===== config.mk =====
export PLATFORM = sky130hd
export DESIGN_NAME = valu_alu
export DESIGN_NICKNAME = d
export VERILOG_FILES = /design/src/rtl/valu_alu.sv
export SDC_FILE = /design/constraint.sdc
export NUM_CORES = 1
export LEC_CHECK = 0
export ABC_AREA = 1
export BUFFER_PORTS_ARGS = -buffer_cell sky130_fd_sc_hd__buf_2
export CAP_MARGIN = 20
export CORE_ASPECT_RATIO = 1.4
export CORE_UTILIZATION = 32
export DETAILED_ROUTE_END_ITERATION = 12
export GPL_TIMING_DRIVEN = 0
export MAX_ROUTING_LAYER = met4
export PLACE_DENSITY = 0.5
export REMOVE_ABC_BUFFERS = 1
export SKIP_CTS_REPAIR_TIMING = 1
export SLEW_MARGIN = 20
export SYNTH_ARGS = -nofsm -noshare
export SYNTH_HDL_FRONTEND = slang
export SYNTH_SLANG_ARGS = --single-unit

===== constraint.sdc =====
create_clock -name clk -period 0.8 [get_ports clk]
set_input_delay 0.08 -clock clk [delete_from_list [all_inputs] [get_ports clk]]
set_output_delay 0.08 -clock clk [all_outputs]
set_load 0.01 [all_outputs]

===== src/rtl/valu_alu.sv =====
// Registered 32-bit ALU: one shared adder for ADD/SUB/SLT, bitwise logic ops,
// and a single output register bank holding the result with Zero/Overflow/Cout.
module valu_alu #(
    parameter int WIDTH = 32
) (
    input  logic             clk,
    input  logic             rst_n,
    input  logic [2:0]       S,
    input  logic [WIDTH-1:0] A,
    input  logic [WIDTH-1:0] B,
    output logic [WIDTH-1:0] out,
    output logic             Zero,
    output logic             Overflow,
    output logic             Cout
);

    localparam logic [2:0] OP_ADD  = 3'b000;
    localparam logic [2:0] OP_SUB  = 3'b001;
    localparam logic [2:0] OP_XOR  = 3'b010;
    localparam logic [2:0] OP_SLT  = 3'b011;
    localparam logic [2:0] OP_AND  = 3'b100;
    localparam logic [2:0] OP_NAND = 3'b101;
    localparam logic [2:0] OP_NOR  = 3'b110;
    localparam logic [2:0] OP_OR   = 3'b111;

    localparam int MSB = WIDTH - 1;

    logic             is_sub;
    logic [WIDTH-1:0] b_operand;
    logic [WIDTH:0]   add_full;
    logic [WIDTH-1:0] add_sum;
    logic             add_carry;
    logic             add_ovf;
    logic             slt_bit;

    logic [WIDTH-1:0] next_out;
    logic             next_ovf;
    logic             next_cout;
    logic             next_zero;

    // SLT reuses the subtract path: B inverted, carry-in of one.
    assign is_sub    = (S == OP_SUB) || (S == OP_SLT);
    assign b_operand = is_sub ? ~B : B;
    assign add_full  = {1'b0, A} + {1'b0, b_operand} + {{WIDTH{1'b0}}, is_sub};
    assign add_sum   = add_full[WIDTH-1:0];
    assign add_carry = add_full[WIDTH];

    // Comparing against the (possibly inverted) adder input covers both ADD and SUB rules.
    assign add_ovf = (A[MSB] == b_operand[MSB]) && (add_sum[MSB] != A[MSB]);
    assign slt_bit = add_sum[MSB] ^ add_ovf;

    always_comb begin
        next_out  = '0;
        next_ovf  = 1'b0;
        next_cout = 1'b0;
        case (S)
            OP_ADD: begin
                next_out  = add_sum;
                next_ovf  = add_ovf;
                next_cout = add_carry;
            end
            OP_SUB: begin
                next_out  = add_sum;
                next_ovf  = add_ovf;
                next_cout = add_carry;
            end
            OP_XOR:  next_out = A ^ B;
            OP_SLT:  next_out = {{(WIDTH-1){1'b0}}, slt_bit};
            OP_AND:  next_out = A & B;
            OP_NAND: next_out = ~(A & B);
            OP_NOR:  next_out = ~(A | B);
            OP_OR:   next_out = A | B;
            default: next_out = '0;
        endcase
    end

    assign next_zero = (next_out == '0);

    always_ff @(posedge clk or negedge rst_n) begin
        if (!rst_n) begin
            out      <= '0;
            Zero     <= 1'b1;
            Overflow <= 1'b0;
            Cout     <= 1'b0;
        end else begin
            out      <= next_out;
            Zero     <= next_zero;
            Overflow <= next_ovf;
            Cout     <= next_cout;
        end
    end

endmodule


==> results.cfg, run 1 <==
[run_status]
status = finished with violations
violations = negative hold slack, negative setup slack

[synth]
synth_top_cell_by_area = ha_1
synth_flop_cell = dfrtp_1
yosysUniqueCellTypes = 46
netlist_instances = 1000
synth_top_area_frac = 0.196
ys_warn_count = 0
ys_async_sr_fraction = 1.00
yosysMostFrequentCell = nand2_1
ys_ff_latch = 35
synth.area.top_cells = ha_1 (20%), nand2_1 (17%), dfrtp_1 (14%)
synth_edf_count = 0
seq_area_frac_synth = 0.144
avgSynthCellArea_um2 = 6.08
syn_area_mm2 = 0.00608
yosys-top-cells-count = nand2_1 (276), inv_1 (186), nor2_1 (98), ha_1 (95), nand3_1 (63)

[setup_path]
startpoint_type = input port
critical_path.max_stage_delay_ns = 0.40
worst-path-buf-inv = 4
worstPathCellList = buf_16 -> clkinv_16 -> nand2_8 -> o21ai_4 -> inv_2 -> fa_2 -> inv_2 -> nand2_1 -> nand2_1 -> nand3_2 -> nand2_4 -> nand2_2 -> nand3_2 -> nand2_2 -> nor2_2 -> nand3_2 -> nor2_4 -> nand4_1 -> nor2_4 -> nand3_4 -> nor2_2
path_delay_family = simple AND/OR/NAND/NOR gates
worstPathMaxFanout = 8
end_kind = register
cpMaxStageDelayCell = fa_2
crit_arrival_ns = 2.61
setup.worst_path.class = in -> reg
required_ns = 1.04
cpMostUsedCell = nand3_2
crit_path_start = S[2]

[final_layout]
area_growth_pct = 48.4
drive_gt1_frac = 0.388
regArea_um2 = 877
final_core_util = 0.485
stdcell_count = 1387
nNetsFinal = 1307
fill_cells = 1898
multi_input_area_mm2 = 0.00590
antennaDiodeCount = 0

[placed_design]
dp_hpwl_mm = 16.8
dp.cells = 1329
dp_slack_ns = -3.28
gp_congestion = 0.947
port_buffers = 103

[run]
max_cap_violations = 0

[sta]
fin_crit_ns = 2.37
worstMarginPinSlew_ns = 0.858
timing.hold.ws_ns = -0.108
fmax_mhz = 422
rsz0062_at_grt = yes
setup_viol = 70
finalWorstSetupSlack_ns = -1.57
period_share = 2.96
finalMaxSlewViolations = 0
slew_headroom = 0.428
finalSetupTns_ns = -37.12
hold_violations = 34

[route]
drtPass1Iterations = 5
drc_errors = 0
wl_per_cell_um = 16.4
vias = 6687
routed_via_density = 4.82
routed_wl_mm = 22.7
drtIter0Drc = 355
drt.antenna.violating_nets = 0

[cts]
cts_tree = done
cts.path.max_buffers = 2
clk_pin_slew_worst_paths_ns = 0.06
cts-root-buf = clkbuf_16
h-tree-depth = 2
clock_sinks = 35
cts_inserted_buffers = 5

[min_path]
hp-class = in -> async

[power_and_ir_drop]
power.density_mw_per_mm2 = 1280
swShare = 0.465
p_sw_uw = 5380
p_total_uw = 11600
clkPwrFrac = 0.193
leakage_uw = 0.00457
p_seq_frac = 0.179
ir_drop_uv = 649
p_int_uw = 6190
p_comb_frac = 0.628

[grt]
grt_remaining_overflow = 0
grt_usage = 0.225
antenna_found_initial = 0
grt_pass1_wl_mm = 33.0
grt_pass1_vias = 6372
grt_max_degree = 36

[die]
die_area_mm2 = 0.0196
die_w_um = 118
core_mm2 = 0.0186
die_h_um = 165
start_util = 0.327
rows = 59
pin_count = 104
placed cells by master (no fill, tap or decap), drive strengths merged:
master / Yosys / layout
a2111oi: 1 / 1
a211oi: 6 / 6
a21boi: 4 / 4
a21o: 1 / 1
a21oi: 56 / 56
a221oi: 2 / 2
a22oi: 3 / 3
a31oi: 1 / 1
and2: 1 / 1
and3: 1 / 1
buf: 20 / 152
clkbuf: 0 / 8
clkinv: 0 / 1
clkinvlp: 0 / 1
dfrtp: 34 / 34
dfstp: 1 / 1
fa: 1 / 1
ha: 95 / 95
inv: 192 / 190
nand2: 283 / 286
nand3: 66 / 66
nand3b: 4 / 4
nand4: 22 / 22
nor2: 99 / 99
nor3: 15 / 15
nor4: 1 / 1
o2111a: 4 / 4
o2111ai: 3 / 3
o211ai: 6 / 6
o21a: 1 / 1
o21ai: 40 / 40
o21bai: 2 / 2
o22ai: 1 / 1
or2: 1 / 1
xor2: 33 / 33
state kept, by name, summed over array words and instances, names as in the netlist:
name and count:
Cout 1, Overflow 1, Zero 1, out 32
cell families (layout without fill, tap and decap cells):
kind of cell,Yosys count,in the layout,share of synthesized area
AND/OR/NAND/NOR,493,496,0.341
flip-flops,35,35,0.144
AO/OA/AOI/OAI,131,131,0.129
buffers and inverters,212,352,0.139
XOR/XNOR,33,33,0.0475
adder cells (fa/ha/maj),96,96,0.199
per-layer routing:
layer / wire (µm) / share of wire / vias to the layer above / track usage
met4: 657 / 0.029 / 0 / 0.0771
met5: 0 / 0 / - / -
met1: 8880 / 0.39 / 3064 / 0.238
met2: 12500 / 0.55 / 129 / 0.438
li1: - / - / 3454 / -
met3: 712 / 0.031 / 40 / 0.0175
power groups by stage:
stage / combinational (µW) / clock [µW] / sequential [µW]
global route: 7970 / 2320 / 2100
floorplan: 3070 / 0 / 2260
CTS: 4960 / 2250 / 2070
finish: 7260 / 2230 / 2070
detailed placement: 4930 / 0 / 2100
global placement: 4890 / 0 / 2110
through the flow:
| stage | hold WS [ns] | area [µm²] |
|---|---|---|
| after floorplan | -0.216 | 5950 |
| after global placement | 0.262 | 6770 |
| after detailed placement | 0.265 | 6840 |
| after CTS | -0.0477 | 7000 |
| after global routing | -0.0233 | 9020 |
| final | -0.108 | 9020 |
path summary, 6_finish.rpt:
check                           to  slack (ns)  depth (start not counted)
max in group asynchronous  out[15]        0.36                          1
min                        out[31]       -0.11                          1
max                           Zero       -1.57                         21
min in group clk           out[26]        0.24                          5
final cells by class:
type,instances,share of cell area
well taps,244,0.0338
repair buffers,152,0.114
inverters,192,0.0843
clock buffers,8,0.0173
flip-flops and latches,35,0.0972
multi-input cells,756,0.654
Note: power is estimated with default switching activity, not from simulation.
==> inputs of run 2 (changes only) <==
--- a/config.mk
+++ b/config.mk
@@ -7,13 +7,14 @@
 export LEC_CHECK = 0
 export ABC_AREA = 1
 export BUFFER_PORTS_ARGS = -buffer_cell sky130_fd_sc_hd__buf_2
-export CAP_MARGIN = 20
+export CELL_PAD_IN_SITES_DETAIL_PLACEMENT = 1
+export CELL_PAD_IN_SITES_GLOBAL_PLACEMENT = 2
 export CORE_ASPECT_RATIO = 1.4
-export CORE_UTILIZATION = 32
+export CORE_UTILIZATION = 31
 export DETAILED_ROUTE_END_ITERATION = 12
 export GPL_TIMING_DRIVEN = 0
 export MAX_ROUTING_LAYER = met4
-export PLACE_DENSITY = 0.5
+export PLACE_DENSITY = 0.83
 export REMOVE_ABC_BUFFERS = 1
 export SKIP_CTS_REPAIR_TIMING = 1
 export SLEW_MARGIN = 20
==> results.cfg, run 2 (synthesis gave the netlist of run 1 again) <==
[die]
die_w_um = 120
rows = 60
core_mm2 = 0.0192
start_util = 0.316
pin_count = 104
die_area_mm2 = 0.0202
die_h_um = 168

[sta]
hold_violations = 34
fin_crit_ns = 2.48
finalMaxSlewViolations = 0
period_share = 3.10
setup_viol = 70
worstMarginPinSlew_ns = 0.921
slew_headroom = 0.386
rsz0062_at_grt = yes
finalWorstSetupSlack_ns = -1.68
timing.hold.ws_ns = -0.0778
fmax_mhz = 403

[power_and_ir_drop]
p_sw_uw = 5140
leakage_uw = 0.00445
swShare = 0.470
p_int_uw = 5790
ir_drop_uv = 698
power.density_mw_per_mm2 = 1280
p_comb_frac = 0.622
p_seq_frac = 0.190
clkPwrFrac = 0.188

[final_layout]
layout_common_cells = nand2_1 (214), inv_1 (168), buf_2 (99)
largest_reg_flops = 32
drive_gt1_frac = 0.337
regMostFlops = out
layout_commonest_cell = nand2_1
area_growth_pct = 41.0
fill_cells = 2584
final_area_mm2 = 0.00857
nNetsFinal = 1314
final_core_util = 0.446
antennaDiodeCount = 0

[setup_path]
startpoint_type = input port
cpMostUsedCell = nand2_2
setup.worst_path.class = in -> reg
end_kind = register
worstPathMaxFanout = 7
cpMaxStageDelayCell = fa_2
crit_arrival_ns = 2.71
worst-path-buf-inv = 4
path_delay_family = simple AND/OR/NAND/NOR gates
worstPathCellList = buf_16 -> clkinv_16 -> nand2_8 -> o21ai_4 -> inv_2 -> fa_2 -> inv_2 -> nand2_2 -> nand2_2 -> nand3_4 -> nand2_4 -> nand2_2 -> nand3_2 -> nand2_2 -> nor2_2 -> nand3_2 -> nor2_4 -> nand4_1 -> nor2_2 -> nand3_2 -> nor2_2
critical_path.max_stage_delay_ns = 0.42
required_ns = 1.03

[route]
vias = 7035
routed_via_density = 5.03
drt.antenna.violating_nets = 0
drc_errors = 0
drtPass1Iterations = 4
routed_wl_mm = 24.7
wl_per_cell_um = 17.7
drtIter0Drc = 219

[grt]
grt_pass1_vias = 6929
grt_max_degree = 36
antenna_found_initial = 0
grt_remaining_overflow = 0
grt_usage = 0.236
grt_pass1_wl_mm = 35.7

[run_status]
violations = negative hold slack, negative setup slack
status = finished with violations

[run]
max_cap_violations = 0

[cts]
cts_tree = done
cts.path.max_buffers = 2
cts_inserted_buffers = 5
cts-root-buf = clkbuf_16
clock_sinks = 35
h-tree-depth = 2
clk_pin_slew_worst_paths_ns = 0.07

[placed_design]
dp_hpwl_mm = 18.4
port_buffers = 103
dpl_cell_area_mm2 = 0.00685
gp_congestion = 0.881

[min_path]
hp-class = in -> async
-- run 2: path summary, 6_finish.rpt --
| path | from | cells after the start | to | slack [ns] |
|---|---|---|---|---|
| worst min-delay path | rst_n | 1 | out[31] | -0.08 |
| min in group clk | A[31] | 4 | Overflow | 0.25 |
| worst max-delay path | S[2] | 21 | Zero | -1.68 |
| max in group asynchronous | rst_n | 1 | out[9] | 0.29 |
-- run 2: layout make-up --
class / count / area [µm²] / share of cell area
multi-input combinational: 757 / 5440 / 0.635
tap: 248 / 310 / 0.0362
clock buffer: 6 / 129 / 0.0150
timing repair buffer: 158 / 1040 / 0.122
sequential: 35 / 877 / 0.102
clock inverter: 2 / 12.5 / 0.00146
inverter: 192 / 756 / 0.0882
-- run 2: stage by stage --
step | cells | hold slack [ns] | worst slack (ns) | power (µW) | setup TNS (ns)
after floorplan | 980 | -0.216 | -1.75 | 5330 | -47.34
after global placement | 1331 | 0.243 | -4.30 | 7010 | -100.41
after detailed placement | 1333 | 0.266 | -3.45 | 7110 | -86.97
after CTS | 1341 | -0.0465 | -3.19 | 9210 | -76.70
after global routing | 1398 | -0.0114 | -1.84 | 11700 | -43.60
final | 1398 | -0.0778 | -1.68 | 10900 | -38.61
-- run 2: power groups by stage --
stage | clock network [µW] | registers [µW] | logic, µW
2_1_floorplan | 0 | 2260 | 3070
3_3_place_gp | 0 | 2100 | 4910
3_5_place_dp | 0 | 2100 | 5010
4_1_cts | 2100 | 2070 | 5040
5_1_grt | 2170 | 2100 | 7480
6_report | 2060 | 2070 | 6800
-- run 2: layer usage --
metal | track usage | part of all wire | vias up
met4 | 0.0913 | 0.042 | 0
met2 | 0.449 | 0.56 | 116
met1 | 0.250 | 0.38 | 3398
li1 | - | - | 3470
met5 | - | 0 | -
met3 | 0.0140 | 0.019 | 51
